==> src/rtl/addsub_pkg.sv <==
// rtl/addsub_pkg.sv - op encoding, flag struct and op helpers for the pipelined add/sub unit
package addsub_pkg;

  typedef enum logic [1:0] {
    OP_ADD  = 2'b00,
    OP_SUB  = 2'b01,
    OP_SLT  = 2'b10,
    OP_SLTU = 2'b11
  } addsub_op_e;

  typedef struct packed {
    logic z;
    logic n;
    logic c;
    logic v;
  } addsub_flags_t;

  // Everything except ADD runs the subtract path (B inverted, carry-in 1).
  function automatic logic op_is_sub(input addsub_op_e op);
    return op != OP_ADD;
  endfunction

  function automatic logic op_is_cmp(input addsub_op_e op);
    return (op == OP_SLT) || (op == OP_SLTU);
  endfunction

endpackage

==> src/rtl/addsub_slice.sv <==
// rtl/addsub_slice.sv - combinational W-bit adder segment with carry-out and MSB carry-in
module addsub_slice #(
  parameter int W = 8
) (
  input  logic [W-1:0] a,
  input  logic [W-1:0] b,
  input  logic         cin,
  output logic [W-1:0] sum,
  output logic         cout,
  output logic         cin_msb
);

  logic [W:0] full;

  assign full = {1'b0, a} + {1'b0, b} + {{W{1'b0}}, cin};
  assign sum  = full[W-1:0];
  assign cout = full[W];
  // Sum bit = a ^ b ^ carry-in, so the carry into the MSB falls out directly.
  assign cin_msb = sum[W-1] ^ a[W-1] ^ b[W-1];

endmodule

==> src/rtl/addsub_pipe.sv <==
// rtl/addsub_pipe.sv - pipelined ADD/SUB/SLT/SLTU unit; flag outputs need ADDSUB_PIPE_FLAGS_EN
module addsub_pipe
  import addsub_pkg::*;
#(
  parameter int DATA_WIDTH = 32,
  parameter int STAGES     = 4
) (
  input  logic                  clk,
  input  logic                  reset,
  input  logic                  in_valid,
  output logic                  in_ready,
  input  addsub_op_e            op,
  input  logic [DATA_WIDTH-1:0] src_a,
  input  logic [DATA_WIDTH-1:0] src_b,
  output logic                  out_valid,
  input  logic                  out_ready,
  output logic [DATA_WIDTH-1:0] result,
  output logic                  flag_z,
  output logic                  flag_n,
  output logic                  flag_c,
  output logic                  flag_v
);

  localparam int W = DATA_WIDTH / STAGES;

  if (DATA_WIDTH < 1 || STAGES < 1 || (DATA_WIDTH % STAGES) != 0) begin : g_bad_cfg
    $error("addsub_pipe: DATA_WIDTH must be a positive multiple of STAGES");
  end

  logic                  advance;
  logic                  sub_in;
  logic [DATA_WIDTH-1:0] b_eff;

  assign advance  = ~out_valid | out_ready;
  assign in_ready = advance;
  assign sub_in   = op_is_sub(op);
  assign b_eff    = sub_in ? ~src_b : src_b;

  for (genvar k = 0; k < STAGES; k++) begin : g_stage
    localparam int DONE = (k + 1) * W;
    localparam int PEND = DATA_WIDTH - DONE;

    logic            valid_d;
    logic            valid_q;
    addsub_op_e      op_d;
    logic [W-1:0]    sa;
    logic [W-1:0]    sb;
    logic [W-1:0]    ssum;
    logic            cin;
    logic            cout;
    logic            cmsb;
    logic [DONE-1:0] done_d;

    addsub_slice #(.W(W)) u_slice (
      .a       (sa),
      .b       (sb),
      .cin     (cin),
      .sum     (ssum),
      .cout    (cout),
      .cin_msb (cmsb)
    );

    if (k == 0) begin : g_src
      assign valid_d = in_valid;
      assign op_d    = op;
      assign sa      = src_a[W-1:0];
      assign sb      = b_eff[W-1:0];
      assign cin     = sub_in;
      assign done_d  = ssum;
    end else begin : g_src
      assign valid_d = g_stage[k-1].valid_q;
      assign op_d    = g_stage[k-1].g_mid.op_q;
      assign sa      = g_stage[k-1].g_mid.a_q[W-1:0];
      assign sb      = g_stage[k-1].g_mid.b_q[W-1:0];
      assign cin     = g_stage[k-1].g_mid.carry_q;
      assign done_d  = {ssum, g_stage[k-1].g_mid.done_q};
    end

    always_ff @(posedge clk or posedge reset) begin
      if (reset) begin
        valid_q <= 1'b0;
      end else if (advance) begin
        valid_q <= valid_d;
      end
    end

    if (k < STAGES - 1) begin : g_mid
      // Skew registers carry the still-unadded operand slices; done_q is the deskewed low sum.
      logic [PEND-1:0] a_d;
      logic [PEND-1:0] b_d;
      logic [PEND-1:0] a_q;
      logic [PEND-1:0] b_q;
      logic [DONE-1:0] done_q;
      logic            carry_q;
      addsub_op_e      op_q;
      logic            unused_cmsb;

      assign unused_cmsb = cmsb;

      if (k == 0) begin : g_skew_in
        assign a_d = src_a[DATA_WIDTH-1:W];
        assign b_d = b_eff[DATA_WIDTH-1:W];
      end else begin : g_skew_in
        assign a_d = g_stage[k-1].g_mid.a_q[PEND+W-1:W];
        assign b_d = g_stage[k-1].g_mid.b_q[PEND+W-1:W];
      end

      always_ff @(posedge clk or posedge reset) begin
        if (reset) begin
          a_q     <= '0;
          b_q     <= '0;
          done_q  <= '0;
          carry_q <= 1'b0;
          op_q    <= OP_ADD;
        end else if (advance) begin
          a_q     <= a_d;
          b_q     <= b_d;
          done_q  <= done_d;
          carry_q <= cout;
          op_q    <= op_d;
        end
      end
    end else begin : g_last
      logic                  n;
      logic                  c;
      logic                  v;
      logic [DATA_WIDTH-1:0] res_d;
      logic [DATA_WIDTH-1:0] res_q;

      assign n = done_d[DATA_WIDTH-1];
      assign c = cout;
      assign v = cmsb ^ cout;

      always_comb begin
        res_d = done_d;
        if (op_is_cmp(op_d)) begin
          res_d    = '0;
          res_d[0] = (op_d == OP_SLT) ? (n ^ v) : ~c;
        end
      end

      always_ff @(posedge clk or posedge reset) begin
        if (reset) begin
          res_q <= '0;
        end else if (advance) begin
          res_q <= res_d;
        end
      end

`ifdef ADDSUB_PIPE_FLAGS_EN
      addsub_flags_t flags_d;
      addsub_flags_t flags_q;

      assign flags_d = {~|done_d, n, c, v};

      always_ff @(posedge clk or posedge reset) begin
        if (reset) begin
          flags_q <= '0;
        end else if (advance) begin
          flags_q <= flags_d;
        end
      end
`endif
    end
  end

  assign out_valid = g_stage[STAGES-1].valid_q;
  assign result    = out_valid ? g_stage[STAGES-1].g_last.res_q : '0;

`ifdef ADDSUB_PIPE_FLAGS_EN
  addsub_flags_t flags_out;

  assign flags_out = out_valid ? g_stage[STAGES-1].g_last.flags_q : '0;
  assign flag_z    = flags_out.z;
  assign flag_n    = flags_out.n;
  assign flag_c    = flags_out.c;
  assign flag_v    = flags_out.v;
`else
  assign flag_z = 1'b0;
  assign flag_n = 1'b0;
  assign flag_c = 1'b0;
  assign flag_v = 1'b0;
`endif

endmodule

==> config.mk <==
export PLATFORM = sky130hd
export DESIGN_NAME = addsub_pipe
export DESIGN_NICKNAME = d
export VERILOG_FILES = /design/src/rtl/addsub_pkg.sv /design/src/rtl/addsub_slice.sv /design/src/rtl/addsub_pipe.sv
export SDC_FILE = /design/constraint.sdc
export NUM_CORES = 1
export LEC_CHECK = 0
export BUFFER_PORTS_ARGS = -buffer_cell sky130_fd_sc_hd__buf_2
export CAP_MARGIN = 20
export CORE_MARGIN = 2
export CORE_UTILIZATION = 53
export DETAILED_ROUTE_END_ITERATION = 10
export GPL_ROUTABILITY_DRIVEN = 0
export PLACE_DENSITY_LB_ADDON = 0.2
export SYNTH_ARGS = -nofsm -noshare
export SYNTH_HDL_FRONTEND = slang
export SYNTH_HIERARCHICAL = 1
export SYNTH_SLANG_ARGS = --single-unit
==> constraint.sdc <==
create_clock -name clk -period 5.5 [get_ports clk]
set_input_delay 0.275 -clock clk [delete_from_list [all_inputs] [get_ports clk]]
set_output_delay 0.275 -clock clk [all_outputs]
set_load 0.02 [all_outputs]
==> flow_summary.json <==
{
  "outcome": "finished, final reports clean",
  "setup_violations": 0,
  "ctsHoldBuffers": 0,
  "wl_met2_um": 7090,
  "finClkSkew_ns": 0.00646,
  "layout-drive-gt1-share_pct": 13.9,
  "wl_um": 16800,
  "grt_use_total_pct": 19.5,
  "grt_max_degree": 155,
  "setup_slack_ns": 2.36,
  "rsz0062_at_grt": "false",
  "vias": 6556,
  "post-dp-hpwl_um": 11000,
  "max_freq_mhz": 318,
  "start_kind": "register",
  "gr-total-overflow": 0,
  "pin_count": 108,
  "vias_per_cell": 4.90,
  "grt_pass1_vias": 5980,
  "grt_pass1_wl_um": 28800,
  "slowest_stage": "dfrtp_1",
  "cp.arrival_ns": 2.87,
  "ctsResizeCount": 0,
  "num-fill-cells": 1564,
  "met1_length_um": 8820,
  "die_w_um": 136,
  "synth_cells": 1027,
  "yosysWarningCount": 6,
  "tightestPinTransition_ns": 1.03,
  "min_path_type": "input port to asynchronous set/reset pin",
  "final_area_um2": 10300,
  "syn_to_final_growth_pct": 12.6,
  "wl_per_cell_um": 12.5,
  "peakVddDrop_uv": 297,
  "core_um2": 17100,
  "cts-htree-levels": 4,
  "cts.sinks": 189,
  "syn_area_per_cell_um2": 8.95,
  "cts_buffer_depth": 2,
  "die_h_um": 136,
  "drcViolationCount": 0,
  "clk_latency_ns": 0.43,
  "min_period_ns": 3.14,
  "std_cell_rows": 48,
  "critical_path.cell_chain": "and2b_4 > inv_6 > buf_2",
  "post-cts-setup-buffer-count": 0,
  "criticalPathCategory": "register to output port",
  "dr.pass1.iters": 5,
  "synth_area_um2": 9190,
  "clk_pin_slew_ns": 0.07,
  "drv_cap": 0,
  "cts-buffers-inserted": 17,
  "drv_slew": 0,
  "finalCritPeriodShare_pct": 57.1,
  "required_ns": 5.22,
  "p_leak_nw": 5.44,
  "initialDrtViolationCount": 423,
  "antenna_cells": 0,
  "antenna_found_initial": 0,
  "root_buffer": "clkbuf_16",
  "tritoncts": "yes",
  "path_max_fanout": 154,
  "ant_nets": 0,
  "wl_met3_um": 616,
  "p_per_area_nw_per_um2": 587,
  "final_util_pct": 60.4,
  "slew_headroom_pct": 31.5,
  "port_buffers": 103,
  "tns_ns": 0,
  "reg2reg_depth": 5,
  "slowest_delay_ns": 0.82,
  "initial_core_util_pct": 53.7,
  "pre_cts_ws_ns": 2.49,
  "hold_viol_final": 0,
  "dpl_cell_area_um2": 9720,
  "maxUsedRoutingLayer": "met4",
  "endpoint_kind": "output port",
  "die-area_um2": 18400,
  "num-nets-final": 1207
}
## power by group
group	leakage (nW)	switching [W]	total (W)	internal (W)
logic	2.86	0.00142	0.00245	0.00104
clock network	0.295	0.000503	0.00122	0.000722
registers	2.29	0.000404	0.00239	0.00199
## critical path: cells and delay by family, from the launching register on
kind,cells,cell delay (ns)
buffers and inverters,2,0.83
AND/OR/NAND/NOR,1,0.72
flip-flops,1,0.82
## layout by cell type (no fill, tap or decap), types with 9 or more instances in the layout
| cell type | instances |
|---|---|
| a21oi_1 | 38 |
| ha_1 | 28 |
| clkbuf_16 | 17 |
| xor2_1 | 32 |
| xnor2_1 | 18 |
| o21ai_0 | 14 |
| and2_1 | 32 |
| nor2_1 | 36 |
| dfrtp_1 | 189 |
| buf_2 | 103 |
| nand3b_1 | 32 |
| nand2_1 | 463 |
| inv_1 | 9 |
## path summary, 6_finish.rpt
path,to,start,slack [ns]
setup / recovery,in_ready,out_valid,2.36
hold / removal,g_stage[3].g_last.res_q[1],reset,0.04
setup reg to reg,g_stage[0].g_mid.b_q[17],out_valid,2.50
hold reg to reg,g_stage[3].g_last.res_q[28],g_stage[3].g_last.res_q[28],0.46
max in group asynchronous,g_stage[0].g_mid.a_q[20],reset,4.18
min in group clk,g_stage[0].valid_q,in_valid,0.04
## sequential cells by signal (all words and copies together), names as in the netlist
register and flops:
g_stage.g_mid.a_q 48, g_stage.g_mid.b_q 48, g_stage.g_mid.done_q 48, g_stage.g_last.res_q 32, g_stage.g_mid.op_q 6, g_stage.g_mid.carry_q 3
g_stage.valid_q 3, out_valid 1
## per-stage QoR
stage | instances | hold slack [ns] | power [W]
floorplan | 1030 | 0.387 | 0.00435
global placement | 1306 | 0.441 | 0.00479
detailed placement | 1306 | 0.448 | 0.00487
CTS | 1338 | 0.0220 | 0.00613
global route | 1339 | 0.0331 | 0.00663
finish | 1339 | 0.0372 | 0.00607
## routing by layer
layer	track usage (%)	up-vias
met5	0	-
met4	5.73	0
met3	3.63	16
met2	27.7	102
met1	30.4	3017
li1	-	3421
## area by class of cell
type | count | area [um2] | area share, %
clock inverters | 8 | 105 | 1.02
well taps | 225 | 282 | 2.72
multi-input cells | 774 | 4110 | 39.7
clock buffers | 24 | 492 | 4.75
repair buffers | 108 | 573 | 5.54
inverters | 11 | 53.8 | 0.520
flip-flops and latches | 189 | 4730 | 45.7
(Power assumes the default switching activity.)
